## src/rtl/register_file_pkg.sv

```systemverilog
// Shared sizing constants for the register file write path.
package register_file_pkg;

  localparam int unsigned DEFAULT_DATA_WIDTH = 32;
  localparam int unsigned DEFAULT_ADDR_WIDTH = 2;
  localparam int unsigned DEFAULT_NUM_REQ    = 3;
  localparam int unsigned NUM_REGISTERS      = 2 ** DEFAULT_ADDR_WIDTH;

  // Width of a requester index; kept at least 1 so a single requester still works.
  function automatic int unsigned index_width(input int unsigned num_req);
    return (num_req > 1) ? $clog2(num_req) : 1;
  endfunction

endpackage

```

## src/rtl/round_robin_picker.sv

```systemverilog
// Combinational round-robin selector: first valid requester at or above ptr, wrapping.
module round_robin_picker
  import register_file_pkg::*;
#(
  parameter int unsigned NUM_REQ = DEFAULT_NUM_REQ,
  parameter int unsigned IDX_W   = index_width(DEFAULT_NUM_REQ)
) (
  input  logic [NUM_REQ-1:0] valid,
  input  logic [IDX_W-1:0]   ptr,
  output logic [NUM_REQ-1:0] grant,
  output logic [IDX_W-1:0]   index
);

  logic found;

  // Pass 0 scans ptr..NUM_REQ-1, pass 1 scans the wrapped part 0..ptr-1.
  always_comb begin
    grant = '0;
    index = '0;
    found = 1'b0;
    for (int unsigned pass = 0; pass < 2; pass++) begin
      for (int unsigned i = 0; i < NUM_REQ; i++) begin
        if (!found && valid[i] && ((pass == 0) == (i >= 32'(ptr)))) begin
          found    = 1'b1;
          grant[i] = 1'b1;
          index    = IDX_W'(i);
        end
      end
    end
  end

endmodule

```

## src/rtl/register_write_arbiter.sv

```systemverilog
// Arbitrates several register-file writers round-robin onto one registered write port.
module register_write_arbiter
  import register_file_pkg::*;
#(
  parameter int unsigned DATA_WIDTH = DEFAULT_DATA_WIDTH,
  parameter int unsigned ADDR_WIDTH = DEFAULT_ADDR_WIDTH,
  parameter int unsigned NUM_REQ    = DEFAULT_NUM_REQ
) (
  input  logic                          clock,
  input  logic                          reset,
  input  logic [NUM_REQ-1:0]            req_valid,
  input  logic [NUM_REQ*ADDR_WIDTH-1:0] req_register,
  input  logic [NUM_REQ*DATA_WIDTH-1:0] req_data,
  output logic [NUM_REQ-1:0]            req_ready,
  input  logic                          freeze,
  output logic [ADDR_WIDTH-1:0]         write_register,
  output logic [DATA_WIDTH-1:0]         write_data,
  output logic                          write_enable,
  output logic [2**ADDR_WIDTH-1:0]      written
);

  localparam int unsigned IDX_W = index_width(NUM_REQ);

  logic [IDX_W-1:0]      ptr;
  logic [NUM_REQ-1:0]    pick;
  logic [IDX_W-1:0]      pick_index;
  logic                  accept;
  logic [ADDR_WIDTH-1:0] sel_register;
  logic [DATA_WIDTH-1:0] sel_data;

  round_robin_picker #(
    .NUM_REQ (NUM_REQ),
    .IDX_W   (IDX_W)
  ) u_picker (
    .valid (req_valid),
    .ptr   (ptr),
    .grant (pick),
    .index (pick_index)
  );

  assign req_ready = (freeze || reset) ? '0 : pick;
  assign accept    = |(req_ready & req_valid);

  always_comb begin
    sel_register = '0;
    sel_data     = '0;
    for (int unsigned i = 0; i < NUM_REQ; i++) begin
      if (req_ready[i]) begin
        sel_register = req_register[i*ADDR_WIDTH +: ADDR_WIDTH];
        sel_data     = req_data[i*DATA_WIDTH +: DATA_WIDTH];
      end
    end
  end

  always_ff @(posedge clock) begin
    if (reset) begin
      ptr            <= '0;
      write_enable   <= 1'b0;
      write_register <= '0;
      write_data     <= '0;
      written        <= '0;
    end else begin
      write_enable <= accept;
      if (accept) begin
        write_register        <= sel_register;
        write_data            <= sel_data;
        written[sel_register] <= 1'b1;
        ptr <= (pick_index == IDX_W'(NUM_REQ - 1)) ? '0 : pick_index + 1'b1;
      end
    end
  end

endmodule

```

## config.mk

```make
export PLATFORM = sky130hd
export DESIGN_NAME = register_write_arbiter
export DESIGN_NICKNAME = d
export VERILOG_FILES = /design/src/rtl/register_file_pkg.sv /design/src/rtl/round_robin_picker.sv /design/src/rtl/register_write_arbiter.sv
export SDC_FILE = /design/constraint.sdc
export NUM_CORES = 1
export LEC_CHECK = 0
export CAP_MARGIN = 25
export CORE_ASPECT_RATIO = 0.75
export CORE_MARGIN = 3
export CORE_UTILIZATION = 37
export DETAILED_ROUTE_END_ITERATION = 8
export PLACE_DENSITY = 0.88
export RECOVER_POWER = 25
export SYNTH_ARGS = -nofsm -noshare
export SYNTH_HDL_FRONTEND = slang
export SYNTH_HIERARCHICAL = 1
export SYNTH_SLANG_ARGS = --single-unit
```

## constraint.sdc

```tcl
create_clock -name clock -period 4.3 [get_ports clock]
set_input_delay 0.86 -clock clock [delete_from_list [all_inputs] [get_ports clock]]
set_output_delay 0.86 -clock clock [all_outputs]
set_load 0.02 [all_outputs]
```

### Yosys cells after proc, flatten, opt, wreduce, memory -nomap -nowiden

Cells that the tools add are included.

| cells by class | value |
|---|---|
| eq/ne operators | 1 |
| multiplexer cells | 25 |
| $mul | 0 |
| $lt $le $gt $ge | 5 |
| bitwise operators | 5 |
| reduce and logical (&&, ||, !) cells | 19 |
| add/sub/neg operators | 1 |
| shift operators | 0 |
| div/mod/pow operators | 0 |

Operators by type and width:

| kind | count |
|---|---|
| 32-bit 2-to-1 mux | 3 |
| 2-bit 2-to-1 mux | 8 |
| 1-bit logical AND | 12 |
| 1-bit 2-to-1 mux | 12 |
| 1-bit logical NOT | 5 |
| 1-bit by 2-bit greater-or-equal comparator with 1-bit output (first input constant) | 2 |
| 4-bit bitwise OR | 1 |
| 3-bit bitwise AND | 1 |
| 2-bit by 3-bit less-than comparator with 1-bit output (second input constant) | 1 |
| 3-bit 2-to-1 mux | 1 |
| 1-bit inverter | 3 |
| 3-bit OR reduction | 1 |
| 2-bit by 1-bit adder with 2-bit output (second input constant) | 1 |
| 1-bit demux with 2-bit select | 1 |
| 2-bit == test (second input constant) | 1 |
| 2-bit by 1-bit greater-or-equal comparator with 1-bit output (second input constant) | 1 |
| 2-bit greater-or-equal comparator (first input constant) | 1 |
| 1-bit logical OR | 1 |

| storage, ports and cells | value |
|---|---|
| bits of input ports | 108 |
| memories | 0 |
| bits in writable memories | 0 |
| ROM bits | 0 |
| register bits after elaboration | 41 |
| bits in latches | 0 |

### Longest topological paths before layout

Gate-level depths: netlist of run 1.

| logic depth | value |
|---|---|
| word-level depth | 32 |
| gate-level depth with buffers | 10 |
| mapped depth without buffers | 9 |

### Hierarchy

Netlist of run 1, hierarchy kept.

By module, submodules not included:

| module | instances | area each (um2) | cells each |
|---|---|---|---|
| register_write_arbiter | 1 | 1996.9 | 227 |
| round_robin_picker | 1 | 90.1 | 13 |

### Least setup slack after synthesis of run 1

Ideal clock, no wire load.

| timing path | value |
|---|---|
| path type | input to output |
| from | in req_valid[2] |
| to | out req_ready[1] |
| setup slack | 1.272 ns |
| cell stages on the path | 5 |
| data arrival time | 2.168 ns |
| required time | 3.440 ns |
| cells stage by stage | nor2b_2 -> o21ai_2 -> and3_1 -> nor3b_2 -> clkbuf_1 |

| between the ends | value |
|---|---|
| cells in the longest elaborated chain, start to end | 12 |

RTL lines:

| what | RTL line | text |
|---|---|---|
| from (decl) | register_write_arbiter.sv:11 | `input logic [NUM_REQ-1:0] req_valid,` |
| 1-bit logical AND * (2 in series) | round_robin_picker.sv:23 | `if (!found && valid[i] && ((pass == 0) == (i >= 32'(ptr)))) begin` |
| 1-bit 2-to-1 mux * | round_robin_picker.sv:23 |  |
| 1-bit logical NOT | round_robin_picker.sv:23 |  |
| 1-bit logical AND (2 in series) | round_robin_picker.sv:23 |  |
| 1-bit 2-to-1 mux * | round_robin_picker.sv:23 |  |
| 1-bit logical NOT * | round_robin_picker.sv:23 |  |
| 1-bit logical AND * (2 in series) | round_robin_picker.sv:23 |  |
| 1-bit 2-to-1 mux * | round_robin_picker.sv:23 |  |
| net pick[1] | register_write_arbiter.sv:25 | `logic [NUM_REQ-1:0] pick;` |
| 3-bit 2-to-1 mux * | register_write_arbiter.sv:41 | `assign req_ready = (freeze \|\| reset) ? '0 : pick;` |
| to (decl) | register_write_arbiter.sv:14 | `output logic [NUM_REQ-1:0] req_ready,` |

Mark *: on every way through the listed nets, which the timed path passes. The rest lies on a longest branch.

### Final worst setup path of run 1

Same ends and word-level chain as after synthesis.

==> impl_metrics.env, run 1 <==
export IMPL_finalWirelength_um=7200
export IMPL_relSlewSlack_pct=54.7
export IMPL_fill_cells=458
export IMPL_clkTransAtPathRegs_ns=0.07
export IMPL_fp_dieH_um=71.0
export IMPL_setup_viol=0
export IMPL_synth_net_count=348
export IMPL_switchingPower_w=0.000217
export IMPL_area_growth_pct=78.7
export IMPL_reg2reg_depth=10
export IMPL_clk_latency_ns=0.28
export IMPL_chipWidth_um=92.7
export IMPL_rsz0062_at_grt="no"
export IMPL_overflow=0
export IMPL_grt_pass1_vias=2383
export IMPL_required_ns=3.44
export IMPL_regArea_um2=821
export IMPL_vias=2483
export IMPL_io_pins=150
export IMPL_ant_nets=0
export IMPL_path_class="in2out"
export IMPL_synthCells=240
export IMPL_ys_warn_count=6
export IMPL_hold_buffers=0
export IMPL_htreeDepth=2
export IMPL_min_period_ns=3.79
export IMPL_yosysTopAreaCellShare_pct=39.3
export IMPL_clock_fmax_mhz=264
export IMPL_route_detailed_drc=0
export IMPL_slew_viol_final=0
export IMPL_clock_sinks=41
export IMPL_dpl_hpwl_um=5450
export IMPL_min_period_over_period_pct=88.1
export IMPL_synth_compound_gate_area_share_pct=36.9
export IMPL_cp_end_kind="primary output"
export IMPL_clockBufferDepth=2
export IMPL_status="completed"
export IMPL_postCtsSetupBuffers=0
export IMPL_vias_per_cell=5.48
export IMPL_grt_use_total_pct=21.2
export IMPL_yosys_area_share_xor_xnor_pct=0
export IMPL_synth_top_family_by_area="compound AO/OA/AOI/OAI gates"
export IMPL_hold_depth=2
export IMPL_fin_tns_setup_ns=0
export IMPL_slowest_delay_ns=0.66
export IMPL_combPwrFrac_pct=26.7
export IMPL_cts_tree="built"
export IMPL_grt_first_pass_wirelength_um=11400
export IMPL_drt_iter0_drc=95
export IMPL_synth_seq_cells=41
export IMPL_worstSetupStartpointType="input pin"
export IMPL_diodes=0
export IMPL_cap_violations=0
export IMPL_cts_resized=0
export IMPL_hold_viol_final=0
export IMPL_ys_types=36
export IMPL_io_buffer_count=149
export IMPL_vdd_drop_max_mv=0.131
export IMPL_hold_slack_ns=0.468
export IMPL_synth_largest_area_cell="dfxtp_1"
export IMPL_place_gp_congestion=0.832
export IMPL_crit_chain="clkdlybuf4s50_1 > nor2b_2 > o21ai_2 > and3_1 > nor3b_4 > clkdlybuf4s50_1"
export IMPL_synthesis_area_um2=2090
export IMPL_fin_worst_skew_ns=0.00637
export IMPL_yosys_area_share_simple_pct=17.7
export IMPL_layout_nets=487
export IMPL_hp_class="reg2reg"
export IMPL_p_leak_nw=1.39
export IMPL_worstMarginPinSlew_ns=0.678
export IMPL_wl_per_cell_um=15.9
export IMPL_seqPwrFrac_pct=46.6
export IMPL_antenna_found_initial=0
export IMPL_power_density_nw_per_um2=229
export IMPL_rows=23
export IMPL_multiInputGateArea_um2=1150
export IMPL_cts_made_buffers=5
export IMPL_pwr_share_clk_pct=26.7
export IMPL_synth_adder_area_share_pct=0
export IMPL_grt_max_degree=45
export IMPL_crit_top_cell="clkdlybuf4s50_1"
export IMPL_die_area_um2=6590
export IMPL_crit_path_max_fanout=5
export IMPL_coreArea_um2=5410
export IMPL_intPower_w=0.000638
export IMPL_slowest_stage="clkdlybuf4s50_1"
export IMPL_syn_area_per_cell_um2=8.70
export IMPL_arrival_ns=2.93
export IMPL_drt_pass1_iterations=4
export IMPL_power_w=0.000854
export IMPL_drive_gt1_share_pct=9.26
export IMPL_ys_seq_area_share_pct=39.3
export IMPL_root_buffer="clkbuf_8"
export IMPL_switching_share_pct=25.4
export IMPL_synth_area_leaders="dfxtp_1, o21ai_0, a221o_1, a221oi_1, a31o_2"
export IMPL_start_util_pct=38.6
export IMPL_synth_mux_area_share_pct=0
-- sequential cells by signal, indices dropped and copies added (netlist names) --
name            cells
write_data         32
written             4
ptr                 2
write_register      2
write_enable        1
-- through the flow --
step | worst slack, ns | instance area, µm² | std cells | util (%)
global placement | 0.575 | 3630 | 446 | 67.0
global route | 0.445 | 3730 | 453 | 68.9
finish | 0.510 | 3730 | 453 | 68.9
CTS | 0.523 | 3730 | 453 | 68.9
floorplan | 1.27 | 2090 | 240 | -
detailed placement | 0.551 | 3650 | 447 | 67.6
-- synth_stat cells --
cell / number
nor2_1: 18
a221oi_1: 14
nand2_1: 2
nand2b_1: 3
o21ai_2: 1
o31ai_1: 1
buf_6: 1
o2bb2ai_1: 4
dfxtp_1: 41
nor3b_2: 1
nor2b_1: 2
or3b_1: 1
nor3b_1: 1
a21o_1: 1
inv_4: 1
a31o_2: 14
a21oi_2: 1
buf_4: 1
nor4bb_1: 1
buf_2: 6
and2_1: 2
o21ai_0: 39
a22oi_1: 1
inv_1: 2
nand3_1: 20
a221o_1: 19
nor2b_2: 1
a21oi_1: 1
o21a_1: 3
o211a_1: 1
clkbuf_1: 17
nor4b_2: 1
or3_1: 1
nor3_1: 14
and3_1: 2
a221oi_4: 1
-- critical path, delay by kind of cell --
family | cells | cell delay, ns
AND/OR/NAND/NOR | 3 | 0.75
buffers and inverters | 2 | 1.19
AO/OA/AOI/OAI | 1 | 0.12
-- power by group through the flow --
stage                     Clock (W)  Sequential [W]  Combinational (W)
after floorplan                   0        0.000419          0.0000730
after global placement            0        0.000406           0.000223
after detailed placement          0        0.000407           0.000229
after CTS                  0.000237        0.000399           0.000230
after global routing       0.000255        0.000400           0.000245
final                      0.000228        0.000399           0.000228
-- path summary, 6_finish.rpt --
check | slack, ns | endpoint | start
setup / recovery | 0.51 | req_ready[1] | req_valid[2]
hold / removal | 0.47 | write_data[21] | write_data[21]
setup reg to reg | 1.46 | written[2] | ptr[0]
hold reg to reg | 0.47 | write_data[21] | write_data[21]
-- area by class of cell --
| class | count | share of cell area [%] |
|---|---|---|
| well taps | 75 | 2.52 |
| clock inverters | 1 | 0.134 |
| flip-flops and latches | 41 | 22.0 |
| clock buffers | 5 | 1.85 |
| multi-input cells | 171 | 31.0 |
| inverters | 3 | 0.369 |
| repair buffers | 157 | 42.1 |
-- kinds of logic after synthesis --
kind of cell,count (synthesis)
compound gates,101
buf+inv,28
flops,41
simple gates,70
-- metal layers --
metal	up-vias	global-route usage [%]	share of wire (%)	routed length (µm)
met2	102	36.4	49	3520
met5	-	0	0	0
li1	1208	-	-	-
met1	1167	25.8	42	3040
met3	6	7.23	8.1	581
met4	0	4.88	0.76	55
-- placed cells by master, fill, tap and decap left out, types with 2 or more instances in the layout --
master / count
a31o_2: 14
o21ai_0: 39
nor2_1: 18
clkdlybuf4s50_1: 129
nand2b_1: 3
a221o_1: 19
nand2_1: 2
inv_1: 2
and3_1: 2
dlygate4sd3_1: 20
nor3_1: 14
dfxtp_1: 41
nand3_1: 20
clkbuf_8: 5
buf_4: 7
o2bb2ai_1: 4
nor2b_1: 2
and2_1: 2
a221oi_1: 14
o21a_1: 3
Power figures use the tool's default switching activity.
==> run 2: changes to the inputs <==
--- a/config.mk
+++ b/config.mk
@@ -10,6 +10,7 @@
 export CORE_MARGIN = 3
 export CORE_UTILIZATION = 37
 export DETAILED_ROUTE_END_ITERATION = 8
+export GPL_TIMING_DRIVEN = 0
 export PLACE_DENSITY = 0.88
 export RECOVER_POWER = 25
 export SYNTH_ARGS = -nofsm -noshare
==> constraint.sdc (replaced) <==
create_clock -name clock -period 4.4 [get_ports clock]
set_input_delay 0.88 -clock clock [delete_from_list [all_inputs] [get_ports clock]]
set_output_delay 0.88 -clock clock [all_outputs]
set_load 0.02 [all_outputs]
==> impl_metrics.env, run 2 (same netlist as run 1, synthesis figures left out) <==
export IMPL_drt_pass1_iterations=4
export IMPL_min_period_over_period_pct=94.3
export IMPL_drive_gt1_share_pct=9.57
export IMPL_chipWidth_um=92.7
export IMPL_antenna_found_initial=0
export IMPL_required_ns=3.52
export IMPL_layout_nets=505
export IMPL_io_buffer_count=148
export IMPL_hold_slack_ns=0.460
export IMPL_grt_first_pass_wirelength_um=12600
export IMPL_rsz0062_at_grt="no"
export IMPL_final_common_cell="clkdlybuf4s50_1"
export IMPL_clkTransAtPathRegs_ns=0.08
export IMPL_cap_violations=0
export IMPL_route_detailed_drc=0
export IMPL_largest_reg_flops=32
export IMPL_placed_area_um2=3660
export IMPL_grt_use_total_pct=23.8
export IMPL_place_gp_congestion=0.827
export IMPL_fill_cells=449
export IMPL_fin_worst_skew_ns=0.00924
export IMPL_min_period_ns=4.15
export IMPL_vias_per_cell=5.50
export IMPL_worstSetupStartpointType="input pin"
export IMPL_hp_class="reg2reg"
export IMPL_relSlewSlack_pct=47.3
export IMPL_timing_rr_end="write_data[4]"
export IMPL_overflow=0
export IMPL_p_leak_nw=1.41
export IMPL_clockBufferDepth=2
export IMPL_diodes=0
export IMPL_io_pins=150
export IMPL_dpl_hpwl_um=6290
export IMPL_fin_tns_setup_ns=0
export IMPL_clk_latency_ns=0.29
export IMPL_cts_tree="built"
export IMPL_wl_per_cell_um=16.9
export IMPL_grt_max_degree=12
export IMPL_start_util_pct=38.6
export IMPL_vias=2596
export IMPL_worstMarginPinSlew_ns=0.788
export IMPL_crit_end="req_ready[2]"
export IMPL_dp_slack_ns=-0.225
export IMPL_regMostFlops="write_data"
export IMPL_crit_path_max_fanout=10
export IMPL_area_growth_pct=80.7
export IMPL_cp_end_kind="primary output"
export IMPL_rrSetupSlack_ns=1.86
export IMPL_setup_viol=0
export IMPL_reg2reg_depth=8
export IMPL_r2r_start="ptr[0]"
export IMPL_clock_fmax_mhz=241
export IMPL_status="completed"
export IMPL_drt_iter0_drc=156
export IMPL_slew_viol_final=0
export IMPL_final_cell_mix="clkdlybuf4s50_1, dfxtp_1, o21ai_0"
export IMPL_ant_nets=0
export IMPL_rows=23
export IMPL_die_area_um2=6590
export IMPL_fp_dieH_um=71.0
export IMPL_power_density_nw_per_um2=229
export IMPL_arrival_ns=3.27
export IMPL_root_buffer="clkbuf_8"
export IMPL_grt_pass1_vias=2565
export IMPL_stdcell_area_um2=3770
export IMPL_path_class="in2out"
export IMPL_clock_sinks=41
export IMPL_htreeDepth=2
export IMPL_coreArea_um2=5410
export IMPL_cp_startpoint="req_valid[1]"
export IMPL_reg_top3="write_data (32), written (4)"
export IMPL_hold_viol_final=0
export IMPL_timing_final_ws_setup_ns=0.251
export IMPL_finalWirelength_um=7970
export IMPL_vdd_drop_max_mv=0.168
export IMPL_cts_made_buffers=5
==> run 2: how the worst min path moves through the flow <==
stage / cells after the start / slack (ns) / endpoint / from
5_1_grt: 1 / 0.48 / written[3] / written[3]
3_3_place_gp: 1 / 0.44 / written[3] / written[3]
3_5_place_dp: 1 / 0.45 / written[1] / written[1]
4_1_cts: 2 / 0.47 / write_register[1] / write_register[1]
6_report: 1 / 0.46 / written[1] / written[1]
2_1_floorplan: 2 / 0.49 / ptr[1] / ptr[1]
==> run 2: final cells by class <==
class	count	area, µm²	area share (%)
buffer	25	114	3.02
clock buffer	7	86.3	2.29
inverter	3	13.8	0.365
multi-input combinational	171	1150	30.4
sequential	41	821	21.8
tap	75	93.8	2.49
timing repair buffer	150	1500	39.7
==> run 2: metrics by stage <==
stage	power, W	util (%)	cells
finish	0.000863	69.7	472
detailed placement	0.000622	67.7	463
CTS	0.000867	69.4	470
floorplan	0.000481	-	240
global route	0.000899	69.7	472
global placement	0.000618	67.7	463
==> run 2: critical path, cell delays in order <==
cell             delay [ns]
clkdlybuf4s50_1        0.51
a21oi_2                0.18
o21a_1                 0.15
or3b_1                 0.35
buf_4                  0.18
inv_4                  0.12
buf_2                  0.25
clkdlybuf4s50_1        0.64
==> run 2: repair_timing <==
| item | CTS | global route |
|---|---|---|
| buffers inserted | 0 | 2 |
| setup endpoints to repair | 1 | 1 |
| gates cloned | 0 | 0 |
| hold buffers | 0 | 0 |
| resized for setup | 2 | 0 |
==> run 2: routing by layer <==
metal  up-vias  share of wire, %  GRT usage (%)
met1      1226                43           31.2
met4         0              0.83           5.04
met5         -                 0              0
met3         8               8.7           6.80
met2       111                48           39.5
li1       1251                 -              -
==> run 2: where the power goes <==
group          switching (W)  internal [W]  total, W
Combinational      0.0000900      0.000135  0.000225
Clock               0.000124      0.000125  0.000249
Sequential        0.00000641      0.000382  0.000389
Total               0.000221      0.000642  0.000863
==> run 3: changes to the inputs <==
--- a/config.mk
+++ b/config.mk
@@ -8,12 +8,11 @@
 export CAP_MARGIN = 25
 export CORE_ASPECT_RATIO = 0.75
 export CORE_MARGIN = 3
-export CORE_UTILIZATION = 37
+export CORE_UTILIZATION = 36
 export DETAILED_ROUTE_END_ITERATION = 8
 export GPL_TIMING_DRIVEN = 0
-export PLACE_DENSITY = 0.88
+export PLACE_DENSITY = 0.9
 export RECOVER_POWER = 25
 export SYNTH_ARGS = -nofsm -noshare
 export SYNTH_HDL_FRONTEND = slang
-export SYNTH_HIERARCHICAL = 1
 export SYNTH_SLANG_ARGS = --single-unit
==> impl_metrics.env, run 3 <==
export IMPL_status="completed"
export IMPL_p_leak_nw=1.29
export IMPL_diodes=0
export IMPL_synthesis_area_um2=1890
export IMPL_synthTopCellsByCount="dfxtp_1, a21oi_1, a222oi_1, nand4_1, clkbuf_1"
export IMPL_r2r_start="ptr[1]"
export IMPL_htreeDepth=2
export IMPL_setup_viol=0
export IMPL_grt_first_pass_wirelength_um=10600
export IMPL_synth_net_count=308
export IMPL_ys_types=30
export IMPL_multiInputGateArea_um2=918
export IMPL_drt_pass1_iterations=5
export IMPL_root_buffer="clkbuf_8"
export IMPL_synth_edf_count=0
export IMPL_dpl_hpwl_um=5530
export IMPL_wl_per_cell_um=16.8
export IMPL_area_growth_pct=89.9
export IMPL_switching_share_pct=25.0
export IMPL_ys_seq_area_share_pct=43.5
export IMPL_drive_gt1_share_pct=5.88
export IMPL_hold_depth=2
export IMPL_synth_largest_area_cell="dfxtp_1"
export IMPL_final_cell_mix="clkdlybuf4s50_1, dfxtp_1, a21oi_1"
export IMPL_yosysTopAreaCellShare_pct=43.5
export IMPL_fin_worst_skew_ns=0.00519
export IMPL_whs_endpoint="write_data[23]"
export IMPL_cts_tree="built"
export IMPL_regArea_um2=821
export IMPL_slew_viol_final=0
export IMPL_power_density_nw_per_um2=273
export IMPL_route_detailed_drc=0
export IMPL_antenna_found_initial=0
export IMPL_start_util_pct=37.9
export IMPL_arrival_ns=3.06
export IMPL_power_w=0.000979
export IMPL_vias_per_cell=5.76
export IMPL_cap_violations=0
export IMPL_grt_use_total_pct=22.5
export IMPL_chipWidth_um=89.6
export IMPL_required_ns=3.52
export IMPL_largest_reg_flops=32
export IMPL_hp_class="reg2reg"
export IMPL_layout_nets=464
export IMPL_clockBufferDepth=2
export IMPL_synth_adder_area_share_pct=0
export IMPL_ys_warn_count=0
export IMPL_yosys_area_share_simple_pct=15.6
export IMPL_grt_max_degree=13
export IMPL_drt_iter0_drc=226
export IMPL_async_reset_ff_share_pct=0
export IMPL_reg2reg_depth=6
export IMPL_synth_top_family_by_area="compound AO/OA/AOI/OAI gates"
export IMPL_synth_compound_gate_area_share_pct=33.1
export IMPL_rrSetupSlack_ns=2.35
export IMPL_cts_resized=0
export IMPL_vdd_drop_max_mv=0.171
export IMPL_clkTransAtPathRegs_ns=0.08
export IMPL_clk_latency_ns=0.28
export IMPL_synth_seq_cells=41
export IMPL_fp_dieH_um=68.7
export IMPL_finalWirelength_um=7230
export IMPL_cts_made_buffers=5
export IMPL_yosys_area_share_xor_xnor_pct=0
export IMPL_timing_rr_end="written[2]"
export IMPL_worstSetupStartpointType="input pin"
export IMPL_intPower_w=0.000734
export IMPL_clock_fmax_mhz=254
export IMPL_hold_start="write_data[23]"
export IMPL_seqPwrFrac_pct=41.9
export IMPL_switchingPower_w=0.000245
export IMPL_clock_sinks=41
export IMPL_rsz0062_at_grt="no"
export IMPL_syn_area_per_cell_um2=9.44
export IMPL_final_common_cell="clkdlybuf4s50_1"
export IMPL_min_period_over_period_pct=89.5
export IMPL_die_area_um2=6160
export IMPL_io_pins=150
export IMPL_worstMarginPinSlew_ns=0.706
export IMPL_io_buffer_count=149
export IMPL_synthCells=200
export IMPL_ant_nets=0
export IMPL_overflow=0
export IMPL_coreArea_um2=4980
export IMPL_hold_viol_final=0
export IMPL_fill_cells=408
export IMPL_synth_mux_area_share_pct=0
export IMPL_fin_tns_setup_ns=0
export IMPL_synth_area_leaders="dfxtp_1, a222oi_1, nand4_1, a21oi_1, clkbuf_1"
export IMPL_min_period_ns=3.94
export IMPL_hold_buffers=0
export IMPL_reg_top3="write_data (32), written (4)"
export IMPL_path_class="in2out"
export IMPL_postCtsSetupBuffers=0
export IMPL_place_gp_congestion=0.737
export IMPL_cp_end_kind="primary output"
export IMPL_crit_path_max_fanout=10
export IMPL_regMostFlops="write_data"
export IMPL_rows=22
export IMPL_grt_pass1_vias=2255
export IMPL_vias=2472
export IMPL_synth_top_flop_cell="dfxtp_1"
export IMPL_pwr_share_clk_pct=31.4
export IMPL_combPwrFrac_pct=26.7
export IMPL_relSlewSlack_pct=52.9
export IMPL_yosysMostFrequentCell="dfxtp_1"
[run 3: worst max path at each step]
stage | end | from | cells after the start
detailed placement | req_ready[0] | reset | 6
CTS | req_ready[0] | reset | 6
global placement | req_ready[0] | reset | 6
global route | req_ready[0] | reset | 6
floorplan | req_ready[2] | reset | 5
finish | req_ready[0] | reset | 6
[run 3: cell type report]
cell class / count / share of cell area [%]
Inverter: 6 / 0.768
Clock inverter: 1 / 0.838
Buffer: 25 / 3.35
Clock buffer: 7 / 2.41
Timing Repair Buffer: 149 / 41.6
Tap cell: 72 / 2.51
Multi-Input combinational cell: 128 / 25.6
Sequential cell: 41 / 22.9
[run 3: power by group through the flow]
| stage | sequential (W) | combinational, W | clock [W] |
|---|---|---|---|
| 2_1_floorplan | 0.000448 | 0.0000673 | 0 |
| 3_3_place_gp | 0.000418 | 0.000260 | 0 |
| 3_5_place_dp | 0.000420 | 0.000266 | 0 |
| 4_1_cts | 0.000411 | 0.000267 | 0.000313 |
| 5_1_grt | 0.000414 | 0.000279 | 0.000329 |
| 6_report | 0.000410 | 0.000262 | 0.000307 |
[run 3: cells by family after synthesis]
logic type | Yosys count
AOI/OAI and AO/OA | 80
buffers and inverters | 31
DFF | 41
and+or+nand+nor | 48
[run 3: per-layer routing]
layer	track usage [%]	share of wire, %	up-vias
met5	0	0	-
met2	38.7	48	131
met4	5.95	0.69	0
met1	26.7	39	1173
met3	7.84	12	6
li1	-	-	1162
[run 3: through the flow]
step                      hold WS, ns  instance area [µm²]  worst slack, ns  utilization, %  cells
final                           0.471                 3580            0.464            71.9    429
after global routing            0.494                 3580            0.318            71.9    429
after CTS                       0.474                 3590            0.447            72.0    429
after detailed placement        0.463                 3470            0.420            69.6    421
after global placement          0.448                 3470            0.501            69.6    421
after floorplan                 0.498                 1890             1.73               -    200
[run 3: worst max-delay path: stages]
cell and delay (ns):
clkdlybuf4s50_1 0.46, nor2_1 0.25, o2111ai_1 0.19, inv_2 0.19
buf_1 0.38, clkdlybuf4s50_1 0.70
